File: src/rtl/wb_arbiter_std2pipe.sv
// Round-robin arbiter letting two classic Wishbone masters share one pipelined slave.
// Each classic strobe becomes exactly one pipelined request; a watchdog errors out silent slaves.
module wb_arbiter_std2pipe #(
  parameter int adr_width = 16,
  parameter int dat_width = 16,
  parameter int timeout   = 15
) (
  input  logic                 clk,
  input  logic                 rst,
  input  logic                 m0_cyc,
  input  logic                 m0_stb,
  input  logic                 m0_we,
  input  logic [adr_width-1:0] m0_adr,
  input  logic [dat_width-1:0] m0_dat_m,
  output logic                 m0_ack,
  output logic                 m0_err,
  output logic [dat_width-1:0] m0_dat_s,
  input  logic                 m1_cyc,
  input  logic                 m1_stb,
  input  logic                 m1_we,
  input  logic [adr_width-1:0] m1_adr,
  input  logic [dat_width-1:0] m1_dat_m,
  output logic                 m1_ack,
  output logic                 m1_err,
  output logic [dat_width-1:0] m1_dat_s,
  output logic                 s_cyc,
  output logic                 s_stb,
  output logic                 s_we,
  output logic [adr_width-1:0] s_adr,
  output logic [dat_width-1:0] s_dat_m,
  input  logic                 s_stall,
  input  logic                 s_ack,
  input  logic [dat_width-1:0] s_dat_s
);

  typedef enum logic [1:0] {S_IDLE = 2'd0, S_REQ = 2'd1, S_WAIT = 2'd2} state_t;

  localparam logic [7:0] TO = 8'(timeout);

  state_t     r_state, w_state_nxt;
  logic       r_gvld, w_gvld_nxt;
  logic       r_gidx, w_gidx_nxt;
  logic       r_rr_last, w_rr_nxt;
  logic [7:0] r_wd, w_wd_nxt;
  logic [1:0] w_req;
  logic       w_gcyc, w_greq, w_pick;
  logic       w_scyc, w_sstb, w_ack, w_err;

  assign w_req  = {m1_cyc & m1_stb, m0_cyc & m0_stb};
  assign w_gcyc = r_gidx ? m1_cyc : m0_cyc;
  assign w_greq = w_req[r_gidx];
  // Tie goes to whoever was not granted last; otherwise the lone requester wins.
  assign w_pick = (&w_req) ? ~r_rr_last : w_req[1];

  always_ff @(posedge clk or negedge rst) begin
    if (!rst) begin
      r_state   <= S_IDLE;
      r_gvld    <= 1'b0;
      r_gidx    <= 1'b0;
      r_rr_last <= 1'b1;
      r_wd      <= '0;
    end else begin
      r_state   <= w_state_nxt;
      r_gvld    <= w_gvld_nxt;
      r_gidx    <= w_gidx_nxt;
      r_rr_last <= w_rr_nxt;
      r_wd      <= w_wd_nxt;
    end
  end

  always_comb begin
    w_state_nxt = r_state;
    w_gvld_nxt  = r_gvld;
    w_gidx_nxt  = r_gidx;
    w_rr_nxt    = r_rr_last;
    w_wd_nxt    = r_wd;
    w_scyc      = 1'b0;
    w_sstb      = 1'b0;
    w_ack       = 1'b0;
    w_err       = 1'b0;
    case (r_state)
      S_IDLE: begin
        w_wd_nxt = '0;
        if (r_gvld) begin
          // Granted master keeps the bus locked for as long as it holds cyc.
          if (w_gcyc) begin
            w_scyc = 1'b1;
            if (w_greq) w_state_nxt = S_REQ;
          end else begin
            w_gvld_nxt = 1'b0;
          end
        end else if (|w_req) begin
          w_gvld_nxt  = 1'b1;
          w_gidx_nxt  = w_pick;
          w_rr_nxt    = w_pick;
          w_state_nxt = S_REQ;
        end
      end
      S_REQ: begin
        if (!w_gcyc) begin
          w_gvld_nxt  = 1'b0;
          w_wd_nxt    = '0;
          w_state_nxt = S_IDLE;
        end else begin
          w_scyc = 1'b1;
          w_sstb = 1'b1;
          if (!s_stall) w_state_nxt = S_WAIT;
        end
      end
      S_WAIT: begin
        if (!w_gcyc) begin
          w_gvld_nxt  = 1'b0;
          w_wd_nxt    = '0;
          w_state_nxt = S_IDLE;
        end else if (s_ack) begin
          w_scyc      = 1'b1;
          w_ack       = 1'b1;
          w_wd_nxt    = '0;
          w_state_nxt = S_IDLE;
        end else if (r_wd == TO) begin
          // Slave went silent: error the master and drop the cycle so a late ack lands nowhere.
          w_err       = 1'b1;
          w_gvld_nxt  = 1'b0;
          w_wd_nxt    = '0;
          w_state_nxt = S_IDLE;
        end else begin
          w_scyc   = 1'b1;
          w_wd_nxt = r_wd + 8'd1;
        end
      end
      default: w_state_nxt = S_IDLE;
    endcase
  end

  assign s_cyc    = w_scyc;
  assign s_stb    = w_sstb;
  assign s_we     = r_gidx ? m1_we    : m0_we;
  assign s_adr    = r_gidx ? m1_adr   : m0_adr;
  assign s_dat_m  = r_gidx ? m1_dat_m : m0_dat_m;
  assign m0_ack   = w_ack & ~r_gidx;
  assign m1_ack   = w_ack &  r_gidx;
  assign m0_err   = w_err & ~r_gidx;
  assign m1_err   = w_err &  r_gidx;
  assign m0_dat_s = s_dat_s;
  assign m1_dat_s = s_dat_s;

endmodule

File: config.mk
export PLATFORM = sky130hd
export DESIGN_NAME = wb_arbiter_std2pipe
export DESIGN_NICKNAME = d
export VERILOG_FILES = /design/src/rtl/wb_arbiter_std2pipe.sv
export SDC_FILE = /design/constraint.sdc
export NUM_CORES = 1
export LEC_CHECK = 0
export ABC_CLOCK_PERIOD_IN_PS = 4490
export BUFFER_PORTS_ARGS = -buffer_cell sky130_fd_sc_hd__clkbuf_2
export CAP_MARGIN = 20
export CELL_PAD_IN_SITES_DETAIL_PLACEMENT = 0
export CELL_PAD_IN_SITES_GLOBAL_PLACEMENT = 2
export CORE_ASPECT_RATIO = 0.5
export CORE_UTILIZATION = 18
export CTS_CLUSTER_SIZE = 24
export DETAILED_ROUTE_END_ITERATION = 10
export GPL_ROUTABILITY_DRIVEN = 0
export PLACE_DENSITY = 0.93
export RECOVER_POWER = 50
export SYNTH_ARGS = -nofsm -noshare
export SYNTH_HDL_FRONTEND = slang
export SYNTH_SLANG_ARGS = --single-unit
File: constraint.sdc
create_clock -name clk -period 4.49 [get_ports clk]
set_input_delay 0.6735 -clock clk [delete_from_list [all_inputs] [get_ports clk]]
set_output_delay 0.6735 -clock clk [all_outputs]
set_load 0.01 [all_outputs]
==> flow_results.org <==
** Run status
- The flow ran to the end, and the final reports show no timing, DRC or antenna violations.

** Job
- The tool flagged a number of max-cap violations equal to 0.

** STA
- Worst Max-Slew Pin Slew :: 0.797 ns
- Time the worst path needs with I/O delays and setup :: 2.65 ns
- The final max-slew violation count was 0.
- Relative slew slack :: 0.469
- Setup TNS :: 0 ns
- For the final database, setup skew stands at 0.00298 ns.
- Setup violations remaining at the end of the flow were counted as 0.
- Final cycle utilization of the critical path :: 0.591
- Setup repair after global routing left no endpoint under its margin.
- Setup slack after layout :: 1.84 ns
- Based on the critical path, the design can be clocked at up to 377 MHz.
- The final hold violation count came to 0.

** Final layout
- Filler instances :: 909
- Fraction of layout cells with a size suffix above 1 :: 0.621
- In the layout the commonest cells are 111 x sky130_fd_sc_hd__clkbuf_2, 34 x sky130_fd_sc_hd__mux2_2, 12 x sky130_fd_sc_hd__dfrtp_1.
- At the end of the flow, the number of nets in the layout was 345.
- Final antenna diode count :: 0
- Most common library cell in the layout ignoring fill and taps :: sky130_fd_sc_hd__clkbuf_2
- Compared with the post-synthesis result, the final layout area differs by 33.5%.

** Global route
- Entering global routing, the biggest net connects 24 pins.
- The first global-routing pass estimated 8.13 mm of wire.
- Global-route congestion overflow total :: 0
- The via count of the first global-routing pass is 1512.
- Number of antenna violations at the first check in global routing :: 0
- In the global route stage, overall resource usage came out at 0.117.

** Worst setup path
- STA classifies the critical path endpoint as a primary output.
- Worst Setup SP :: r_state[0]
- Along the worst path, the maximum fanout reaches 5.
- Critical path data arrival time :: 1.98 ns
- Data required time of the critical path :: 3.82 ns
- In this run the critical register-to-register path is launched from r_gidx.
- The critical path in this run is classified as flip-flop to primary output.
- Critical Path Start Type :: flip-flop

** Die
- Full die area :: 8970 sq um
- Area of the core :: 8140 sq um
- Row generation in the floorplan step produced 23 rows.
- From left edge to right edge, the die measures 133 microns.
- Effective utilization at floorplan :: 0.190
- Die Y :: 67.5 microns
- Number of top-level design ports :: 161

** Logic synthesis
- After synthesis the cells add up to 1540 sq um.
- For this run, the number of Yosys warnings is 0.
- Each instance of the synthesized netlist takes up on average 9.19 sq um.
- Dominant cells by area after synthesis :: sky130_fd_sc_hd__mux2_2 25%, sky130_fd_sc_hd__dfrtp_1 19%, sky130_fd_sc_hd__buf_4 16%, sky130_fd_sc_hd__ha_1 4.9%, sky130_fd_sc_hd__o21ai_0 2.9%
- Leading area contributor after synthesis :: sky130_fd_sc_hd__mux2_2
- Counting every instance in the synthesized netlist gives 168.
- Sequential area share after synthesis :: 0.212
- When the netlist entered floorplanning its net count stood at 264.
- In this run, distinct cell masters in the synthesized netlist total 38.
- Of the post-synthesis cell area, the dominant cell type holds 0.248.
- Counting flops and latches in the post-synthesis netlist gives 13.

** Clock network
- After clock tree synthesis, the clock-pin slew on the worst setup and hold paths is 0.05 ns.
- Number of resized instances in the post-cts repair step :: 0
- Count of buffers added by post-CTS timing repair for setup :: 0
- Clock tree sinks :: 13
- The later pin in the worst-skew pair is clocked with a latency of 0.24 ns.
- Root buffer cell :: sky130_fd_sc_hd__clkbuf_16
- In this run the number of H-tree levels came out at 1.
- Counting the buffers created by CTS gives 3.
- TritonCTS clock tree :: built
- Largest buffer count on any clock path :: 2
- For this design, the CTS-stage hold fixing added 0 buffers.

** Detailed routing
- Using the TritonRoute via totals, the vias-per-cell ratio works out to 4.23.
- Summing over every cut layer, the via total after detailed routing is 1523.
- Remaining antenna violation count :: 0
- Initial DRC Count :: 30
- Drt wl/cell :: 14.5 microns
- DRC errors left :: 0
- First drt pass iteration count :: 4
- Sum of routed wire length over all layers :: 5.20 mm

** Worst hold path
- Worst hold-check path type :: input port to async pin

** Pwr
- In this run the power density over the cells is 447 nW/um^2.
- Across the VDD grid, the largest voltage drop is 118 uV.
- Leakage power :: 0.00104 uW

** Placed design
- OpenSTA, run right after detailed placement, puts the worst setup slack at 2.07 ns.
- Number of buffers inserted by port buffering :: 112
- The HPWL after detailed placement is 4.46 mm.
[worst max-delay path: stages, from the launching register on]
cell	delay [ns]
sky130_fd_sc_hd__dfrtp_1	0.42
sky130_fd_sc_hd__inv_1	0.10
sky130_fd_sc_hd__ha_1	0.24
sky130_fd_sc_hd__nor2b_1	0.40
sky130_fd_sc_hd__nand3_1	0.18
sky130_fd_sc_hd__a21oi_1	0.17
sky130_fd_sc_hd__nor3_1	0.07
sky130_fd_sc_hd__clkbuf_2	0.14
[synthesized netlist by cell type (all sizes together)]
cell     number
nand2b        2
nor2          8
and3          2
mux2i         1
or4           1
o21ai         9
buf          35
nor3          6
clkbuf        2
or3           1
a22o          4
a31oi         3
inv           3
mux2         36
a32oi         1
nor2b         2
nand2         7
dfstp         1
a22oi         1
o41ai         1
nor4          1
o2111ai       1
nand3         9
nand4         1
o311ai        1
a21oi         2
ha            6
o211ai        3
and2          1
a32o          2
dfrtp        12
a21o          3
[path summary, 6_finish.rpt]
| kind | to | slack [ns] | cells after the start |
|---|---|---|---|
| max | s_cyc | 1.84 | 7 |
| min | r_gvld | 0.49 | 1 |
| max reg2reg | r_wd[3] | 2.01 | 4 |
| min reg2reg | r_rr_last | 0.50 | 2 |
| max in group asynchronous | r_wd[5] | 3.50 | 1 |
| min in group clk | r_rr_last | 0.50 | 2 |
[cell families after synthesis]
logic type / synth area share
flops: 0.212
simple gates: 0.136
mux: 0.271
buf+inv: 0.178
compound gates: 0.154
fa+ha+maj: 0.0486
[per-layer routing]
layer,track usage,up-vias,share of wire
li1,-,746,-
met1,0.141,705,0.44
met2,0.205,68,0.47
met3,0.0398,4,0.077
met4,0.0216,0,0.0050
met5,0,-,0
[flip-flops by register name (all words and copies together), names as in the netlist]
name,flops
r_gidx,1
r_gvld,1
r_rr_last,1
r_state,2
r_wd,8
[layout make-up]
| class | count | area (sq um) | share of cell area |
|---|---|---|---|
| repair buffers | 113 | 567 | 0.275 |
| inverters | 3 | 11.3 | 0.00546 |
| clock buffers | 4 | 78.8 | 0.0382 |
| multi-input cells | 115 | 938 | 0.455 |
| flip-flops and latches | 13 | 327 | 0.158 |
| well taps | 112 | 140 | 0.0680 |
[per-stage QoR]
stage          area [sq um]  hold slack [ns]  total power, uW   util  cells
2_1_floorplan          1540            0.378              600      -    168
3_3_place_gp           1990            0.478              753  0.244    356
3_5_place_dp           1990            0.518              759  0.244    356
4_1_cts                2070            0.350              938  0.254    360
5_1_grt                2060            0.535              993  0.253    360
6_report               2060            0.492              922  0.253    360
[power breakdown]
group          switching, uW  internal (uW)
registers               49.1            142
clock network           52.5            120
logic                    278            281
total                    380            543
Note: power is estimated with default switching activity, not from simulation.
